===== config.mk =====
export PLATFORM = sky130hd
export DESIGN_NAME = fetch_decode_stage
export DESIGN_NICKNAME = d
export VERILOG_FILES = /design/src/rtl/fetch_decode_stage.sv
export SDC_FILE = /design/constraint.sdc
export NUM_CORES = 1
export LEC_CHECK = 0
export ABC_AREA = 1
export CORE_AREA = 2 2 137 139
export CTS_BUF_LIST = sky130_fd_sc_hd__clkbuf_8 sky130_fd_sc_hd__clkbuf_16
export DETAILED_ROUTE_END_ITERATION = 16
export DIE_AREA = 0 0 139 141
export PLACE_DENSITY = 0.85
export SETUP_SLACK_MARGIN = 0.02
export SLEW_MARGIN = 20
export SYNTH_ARGS = -nofsm -noshare
export SYNTH_HDL_FRONTEND = slang
export SYNTH_SLANG_ARGS = --single-unit

===== constraint.sdc =====
create_clock -name CLK -period 3.8 [get_ports CLK]
set_input_delay 0.76 -clock CLK [delete_from_list [all_inputs] [get_ports CLK]]
set_output_delay 0.76 -clock CLK [all_outputs]
set_load 0.03 [all_outputs]

===== src/rtl/fetch_decode_stage.sv =====
// fetch_decode_stage
//   Single-outstanding instruction fetch with a one-entry decode holding
//   register. The PC is presented to instruction memory, the acknowledged
//   word is captured together with its PC and a sign-extension control code,
//   and the captured instruction is offered downstream until accepted.
//   A redirect (branch/flush) overrides every state and restarts fetching
//   at the word-aligned RedirectPC.
//
// Build option:
//   IFETCH_TIMEOUT_EN - when defined, a fetch that sees no IMemAck for
//                       TIMEOUT_CYCLES consecutive request cycles stops
//                       requesting, raises the sticky FetchErr and parks
//                       until Redirect or reset. When undefined, fetches
//                       wait indefinitely and FetchErr is constant 0.
//
// Ports:
//   CLK          in   clock, all state on rising edge
//   Reset_L      in   asynchronous active-low reset
//   IMemAddr     out  [63:0] fetch address (current PC)
//   IMemReq      out  fetch request
//   IMemAck      in   IMemData valid this cycle
//   IMemData     in   [31:0] fetched instruction word
//   Redirect     in   branch/flush request
//   RedirectPC   in   [63:0] new PC (bits [1:0] ignored)
//   InstrValid   out  captured instruction outputs valid
//   InstrReady   in   downstream accepts this cycle
//   Instruction  out  [31:0] captured instruction word
//   InstrPC      out  [63:0] PC of the captured instruction
//   Imm26        out  [25:0] Instruction[25:0]
//   SignExtCtrl  out  [2:0] sign-extender control code
//   FetchErr     out  sticky fetch-timeout flag
module fetch_decode_stage #(
  parameter logic [63:0] RESET_PC       = 64'h0,
  parameter int unsigned TIMEOUT_CYCLES = 16
) (
  input  logic        CLK,
  input  logic        Reset_L,
  output logic [63:0] IMemAddr,
  output logic        IMemReq,
  input  logic        IMemAck,
  input  logic [31:0] IMemData,
  input  logic        Redirect,
  input  logic [63:0] RedirectPC,
  output logic        InstrValid,
  input  logic        InstrReady,
  output logic [31:0] Instruction,
  output logic [63:0] InstrPC,
  output logic [25:0] Imm26,
  output logic [2:0]  SignExtCtrl,
  output logic        FetchErr
);

  typedef enum logic [1:0] {
    IDLE = 2'd0,
    REQ  = 2'd1,
    HOLD = 2'd2,
    ERR  = 2'd3
  } state_e;

  state_e      state_q, state_d;
  logic [63:0] pc_q,    pc_d;
  logic        req_q,   req_d;
  logic        valid_q, valid_d;
  logic [31:0] instr_q, instr_d;
  logic [63:0] ipc_q,   ipc_d;
  logic [2:0]  sext_q,  sext_d;

`ifdef IFETCH_TIMEOUT_EN
  localparam int unsigned CNT_W = (TIMEOUT_CYCLES > 1) ? $clog2(TIMEOUT_CYCLES) : 1;
  // Counter reaches TIMEOUT_CYCLES-1 on the last ack-less request cycle.
  localparam logic [CNT_W-1:0] CNT_LAST = CNT_W'(TIMEOUT_CYCLES - 1);

  logic [CNT_W-1:0] cnt_q, cnt_d;
  logic             err_q, err_d;
`endif

  // Sign-extension control from the top bits of an instruction word.
  // Earlier patterns take priority over later ones.
  function automatic logic [2:0] decode_sext(input logic [31:0] w);
    logic [2:0] c;
    c = 3'b000;
    if (w[31:22] == 10'b1001000100 || w[31:22] == 10'b1101000100) begin
      c = 3'b001;
    end else if (w[31:24] == 8'b10110100 || w[31:24] == 8'b10110101) begin
      c = 3'b010;
    end else if (w[31:26] == 6'b000101) begin
      c = 3'b011;
    end else if (w[31:21] == 11'b11111000010 || w[31:21] == 11'b11111000000) begin
      c = 3'b000;
    end else if (w[31:23] == 9'b110100101) begin
      c = {1'b1, w[22:21]};
    end
    return c;
  endfunction

  always_comb begin
    state_d = state_q;
    pc_d    = pc_q;
    valid_d = valid_q;
    instr_d = instr_q;
    ipc_d   = ipc_q;
    sext_d  = sext_q;
`ifdef IFETCH_TIMEOUT_EN
    cnt_d   = cnt_q;
    err_d   = err_q;
`endif

    if (Redirect) begin
      // Redirect wins over everything, including a same-cycle ack.
      state_d = REQ;
      pc_d    = {RedirectPC[63:2], 2'b00};
      valid_d = 1'b0;
`ifdef IFETCH_TIMEOUT_EN
      cnt_d   = '0;
      err_d   = 1'b0;
`endif
    end else begin
      unique case (state_q)
        IDLE: begin
          state_d = REQ;
        end
        REQ: begin
          if (IMemAck) begin
            instr_d = IMemData;
            ipc_d   = pc_q;
            sext_d  = decode_sext(IMemData);
            pc_d    = pc_q + 64'd4;
            valid_d = 1'b1;
            state_d = HOLD;
`ifdef IFETCH_TIMEOUT_EN
            cnt_d   = '0;
`endif
          end
`ifdef IFETCH_TIMEOUT_EN
          else if (cnt_q == CNT_LAST) begin
            state_d = ERR;
            err_d   = 1'b1;
            cnt_d   = '0;
          end else begin
            cnt_d   = cnt_q + 1'b1;
          end
`endif
        end
        HOLD: begin
          if (InstrReady) begin
            valid_d = 1'b0;
            state_d = REQ;
          end
        end
        ERR: begin
          state_d = ERR;
        end
        default: begin
          state_d = IDLE;
        end
      endcase
    end

    // Request is registered alongside the state it belongs to.
    req_d = (state_d == REQ);
  end

  always_ff @(posedge CLK or negedge Reset_L) begin
    if (!Reset_L) begin
      state_q <= IDLE;
      pc_q    <= RESET_PC;
      req_q   <= 1'b0;
      valid_q <= 1'b0;
      instr_q <= '0;
      ipc_q   <= '0;
      sext_q  <= '0;
    end else begin
      state_q <= state_d;
      pc_q    <= pc_d;
      req_q   <= req_d;
      valid_q <= valid_d;
      instr_q <= instr_d;
      ipc_q   <= ipc_d;
      sext_q  <= sext_d;
    end
  end

`ifdef IFETCH_TIMEOUT_EN
  always_ff @(posedge CLK or negedge Reset_L) begin
    if (!Reset_L) begin
      cnt_q <= '0;
      err_q <= 1'b0;
    end else begin
      cnt_q <= cnt_d;
      err_q <= err_d;
    end
  end

  assign FetchErr = err_q;
`else
  assign FetchErr = 1'b0;
`endif

  assign IMemAddr    = pc_q;
  assign IMemReq     = req_q;
  assign InstrValid  = valid_q;
  assign Instruction = instr_q;
  assign InstrPC     = ipc_q;
  assign Imm26       = instr_q[25:0];
  assign SignExtCtrl = sext_q;

endmodule


==> flow_summary_export.csv <==
group,metric,value,unit
die,num_io_pins,293,
timing,worst-slew-pin-transition,0.733,ns
timing,final.setup.tns,0,ns
timing,final_hold_slack,0.352,ns
finish,commonest_non_fill_non_tap_cells_in_the_layout,"sky130_fd_sc_hd__nand2_1 (391), sky130_fd_sc_hd__clkdlybuf4s50_1 (283), sky130_fd_sc_hd__dfrtp_1 (163)",
timing,layout_worst_path_cycle_share,68.6,%
logic_synthesis,synthesis.area_per_instance,7.42,µm²
setup_path,critical_path_endpoint_category,"flop",
timing,finalClockSkew,0.00810,ns
die,die_h,141,µm
route,detail_route.wl_per_cell,17.4,µm
setup_path,setup.reg_to_reg.worst_slack,1.51,ns
grt,grt_pass1_vias,8755,
power,power_density,515,nW/µm²
clocking,clkSlewWorstSetupHoldPaths,0.06,ns
route,route.antenna.remaining_nets,0,
route,viasPerCell,5.32,
finish,nets,1539,
setup_path,crit_path_cell_trace,"clkdlybuf4s50_1 > nand2_2 > nand2_1 > inv_2 > a22o_1 > o21bai_1",
logic_synthesis,synth_sequential_area_ratio,46.1,%
setup_path,cp_data_required_time,4.09,ns
clocking,root_buffer,"sky130_fd_sc_hd__clkbuf_16",
setup_path,worstSetupPathDepth,6,
logic_synthesis,synth-seq-cells,163,
finish,layout_commonest_cell,"sky130_fd_sc_hd__nand2_1",
clocking,cts_setup_buffers,0,
placed_design,hpwl,21.7,mm
clocking,cts_buffers,17,
power,total_power,6.29,mW
clocking,max_buffers_root_to_sink,2,
clocking,cts_hold_buffers,0,
logic_synthesis,netlist_instances,1194,
logic_synthesis,netlist.area_leader.share,46.1,%
setup_path,crit_fanout,34,
clocking,numClockSinks,163,
setup_path,worstSetupStartpoint,"IMemAck",
die,start_util,48.5,%
timing,timing.slew.headroom,51.1,%
die,placement_row_count,50,
die,design.die.area,19600,µm²
grt,grt_first_pass_wirelength,46.6,mm
logic_synthesis,synth.cell_area,8860,µm²
route,drtPass1Iterations,5,
grt,grt_antenna_before_repair,0,
grt,gr-usage-all-layers,30.0,%
grt,maximum_number_of_pins_on_one_net_before_global_route_repair,95,
clocking,worst_skew_pair.late_latency,0.42,ns
setup_path,setup.worst_path.end,"IMemAddr[49]$_DFFE_PN0P_",
clocking,post_cts_resized,0,
finish,n_antenna_cell,0,
finish,area.growth.synth_to_final,37.9,%
setup_path,crit_reg_reg_startpoint,"state_q[1]$_DFF_PN0_",
setup_path,ff_to_ff_end,"IMemAddr[49]$_DFFE_PN0P_",
setup_path,crit_path_max_incr_delay,0.52,ns
route,routed_wirelength,29.3,mm
route,drc,0,
timing,setup_viol_count_final,0,
route,detail_route.iter0.violations,693,
power,max-vdd-ir-drop,0.348,mV
logic_synthesis,netlist_top_cells_area,"sky130_fd_sc_hd__dfrtp_1 (46%), sky130_fd_sc_hd__nand2_1 (17%), sky130_fd_sc_hd__nor2_1 (6.3%)",
placed_design,place.gp.congestion,0.934,
die,dieWidth,139,µm
setup_path,cp_num_buf_inv,2,
timing,fmax,0.384,GHz
logic_synthesis,synth_edf_count,0,
clocking,tritoncts,"built",
finish,layout_cells_sized_above_1,5.46,%
job,drv.max_cap_violation_count,0,
timing,rsz0062_at_grt,"false",
status,run_status,"finished clean",
timing,post-route-min-period,2.61,ns
grt,globalRoute.totalOverflow,0,
setup_path,r2r_cell_count,6,
setup_path,crit_arrival,2.90,ns
route,dr_vias,8945,
logic_synthesis,synth_warnings,0,
setup_path,crit_slowest_cell,"sky130_fd_sc_hd__nand2_1",
die,coreArea,18300,µm²
min_path,worst_hold_path_type,"input pin to async pin",
logic_synthesis,yosys.area.top_type,"sky130_fd_sc_hd__dfrtp_1",
placed_design,dp_cells,1652,
timing,drv_slew,0,
logic_synthesis,async_reset_ff_share,100,%
power,power_leakage,5.49,nW
clocking,htree_levels,4,
timing,final-hold-violation-count,0,
logic_synthesis,synth_ff_type,"sky130_fd_sc_hd__dfrtp_1",
setup_path,kind_of_cell_with_the_highest_combined_delay_on_the_critical_path,"buffers and inverters",
finish,post_layout_cell_count,1682,
setup_path,setup.worst_path.start_class,"input pin",
setup_path,timing.setup.critical_path_class,"input pin to flop",
placed_design,place.port_buffers,285,
logic_synthesis,synth_cell_types,44,
flip-flops by register name (all words and copies together), names as in the netlist:
| register | flops |
|---|---|
| SignExtCtrl | 3 |
| state_q | 2 |
| IMemReq | 1 |
| Instruction | 32 |
| InstrPC | 62 |
| InstrValid | 1 |
| IMemAddr | 62 |
where the power goes:
group / total [mW] / internal, mW / switching (mW) / leakage, nW
combinational: 2.37 / 0.943 / 1.43 / 3.24
sequential: 2.37 / 2.06 / 0.314 / 1.99
clock: 1.55 / 0.854 / 0.695 / 0.259
worst min path at each step:
stage | endpoint | start | cells after the start | slack [ns]
floorplan | IMemAddr[10]$_DFFE_PN0P_ | Reset_L | 0 | 0.46
global placement | InstrPC[8]$_DFFE_PN0P_ | InstrPC[8]$_DFFE_PN0P_ | 2 | 0.45
detailed placement | InstrPC[4]$_DFFE_PN0P_ | InstrPC[4]$_DFFE_PN0P_ | 2 | 0.46
CTS | InstrPC[6]$_DFFE_PN0P_ | Reset_L | 1 | 0.40
global route | InstrPC[5]$_DFFE_PN0P_ | Reset_L | 1 | 0.42
finish | InstrPC[5]$_DFFE_PN0P_ | Reset_L | 1 | 0.35
routing by layer:
metal / up-vias / track usage [%] / wire [µm]
li1: 4275 / - / -
met1: 4133 / 40.7 / 12100
met2: 459 / 47.9 / 13600
met3: 78 / 6.35 / 2550
met4: 0 / 11.3 / 1030
met5: - / 0 / 0
layout make-up:
cell class	instances	area, µm²
fillers	1571	6050
flip-flops and latches	163	4080
multi-input cells	847	3920
repair buffers	295	2970
clock buffers	19	453
inverters	113	427
well taps	234	293
clock inverters	11	67.6
cells in the mapped netlist (12+ instances only):
library cell	instances
sky130_fd_sc_hd__buf_2	22
sky130_fd_sc_hd__clkbuf_1	13
sky130_fd_sc_hd__buf_4	32
sky130_fd_sc_hd__nand3_1	67
sky130_fd_sc_hd__o21ai_0	76
sky130_fd_sc_hd__nand2_1	391
sky130_fd_sc_hd__dfrtp_1	163
sky130_fd_sc_hd__nor3_1	12
sky130_fd_sc_hd__inv_1	106
sky130_fd_sc_hd__nor2_1	148
sky130_fd_sc_hd__o211ai_1	13
sky130_fd_sc_hd__nand4_1	24
cell families after synthesis:
| kind of cell | after synthesis | share of synthesized area [%] |
|---|---|---|
| buffers and inverters | 188 | 9.81 |
| other | 1 | 0.0423 |
| AND/OR/NAND/NOR | 683 | 32.8 |
| flip-flops | 163 | 46.1 |
| XOR/XNOR | 10 | 0.989 |
| adder cells (fa/ha/maj) | 1 | 0.141 |
| AO/OA/AOI/OAI | 148 | 10.1 |
worst reg2reg max path, delay by kind of cell, from the launching register on:
| family | cells | cell delay [ns] |
|---|---|---|
| simple gates | 3 | 0.83 |
| buf+inv | 1 | 0.47 |
| compound gates | 2 | 0.45 |
| flops | 1 | 0.40 |
through the flow:
stage               area [µm²]  setup slack, ns  util, %
global placement         11700            0.836     64.0
floorplan                 8870             1.96        -
detailed placement       11700            0.769     64.0
CTS                      12200             1.20     66.9
global route             12200             1.09     66.9
finish                   12200             1.19     66.9
(Power assumes the default switching activity.)
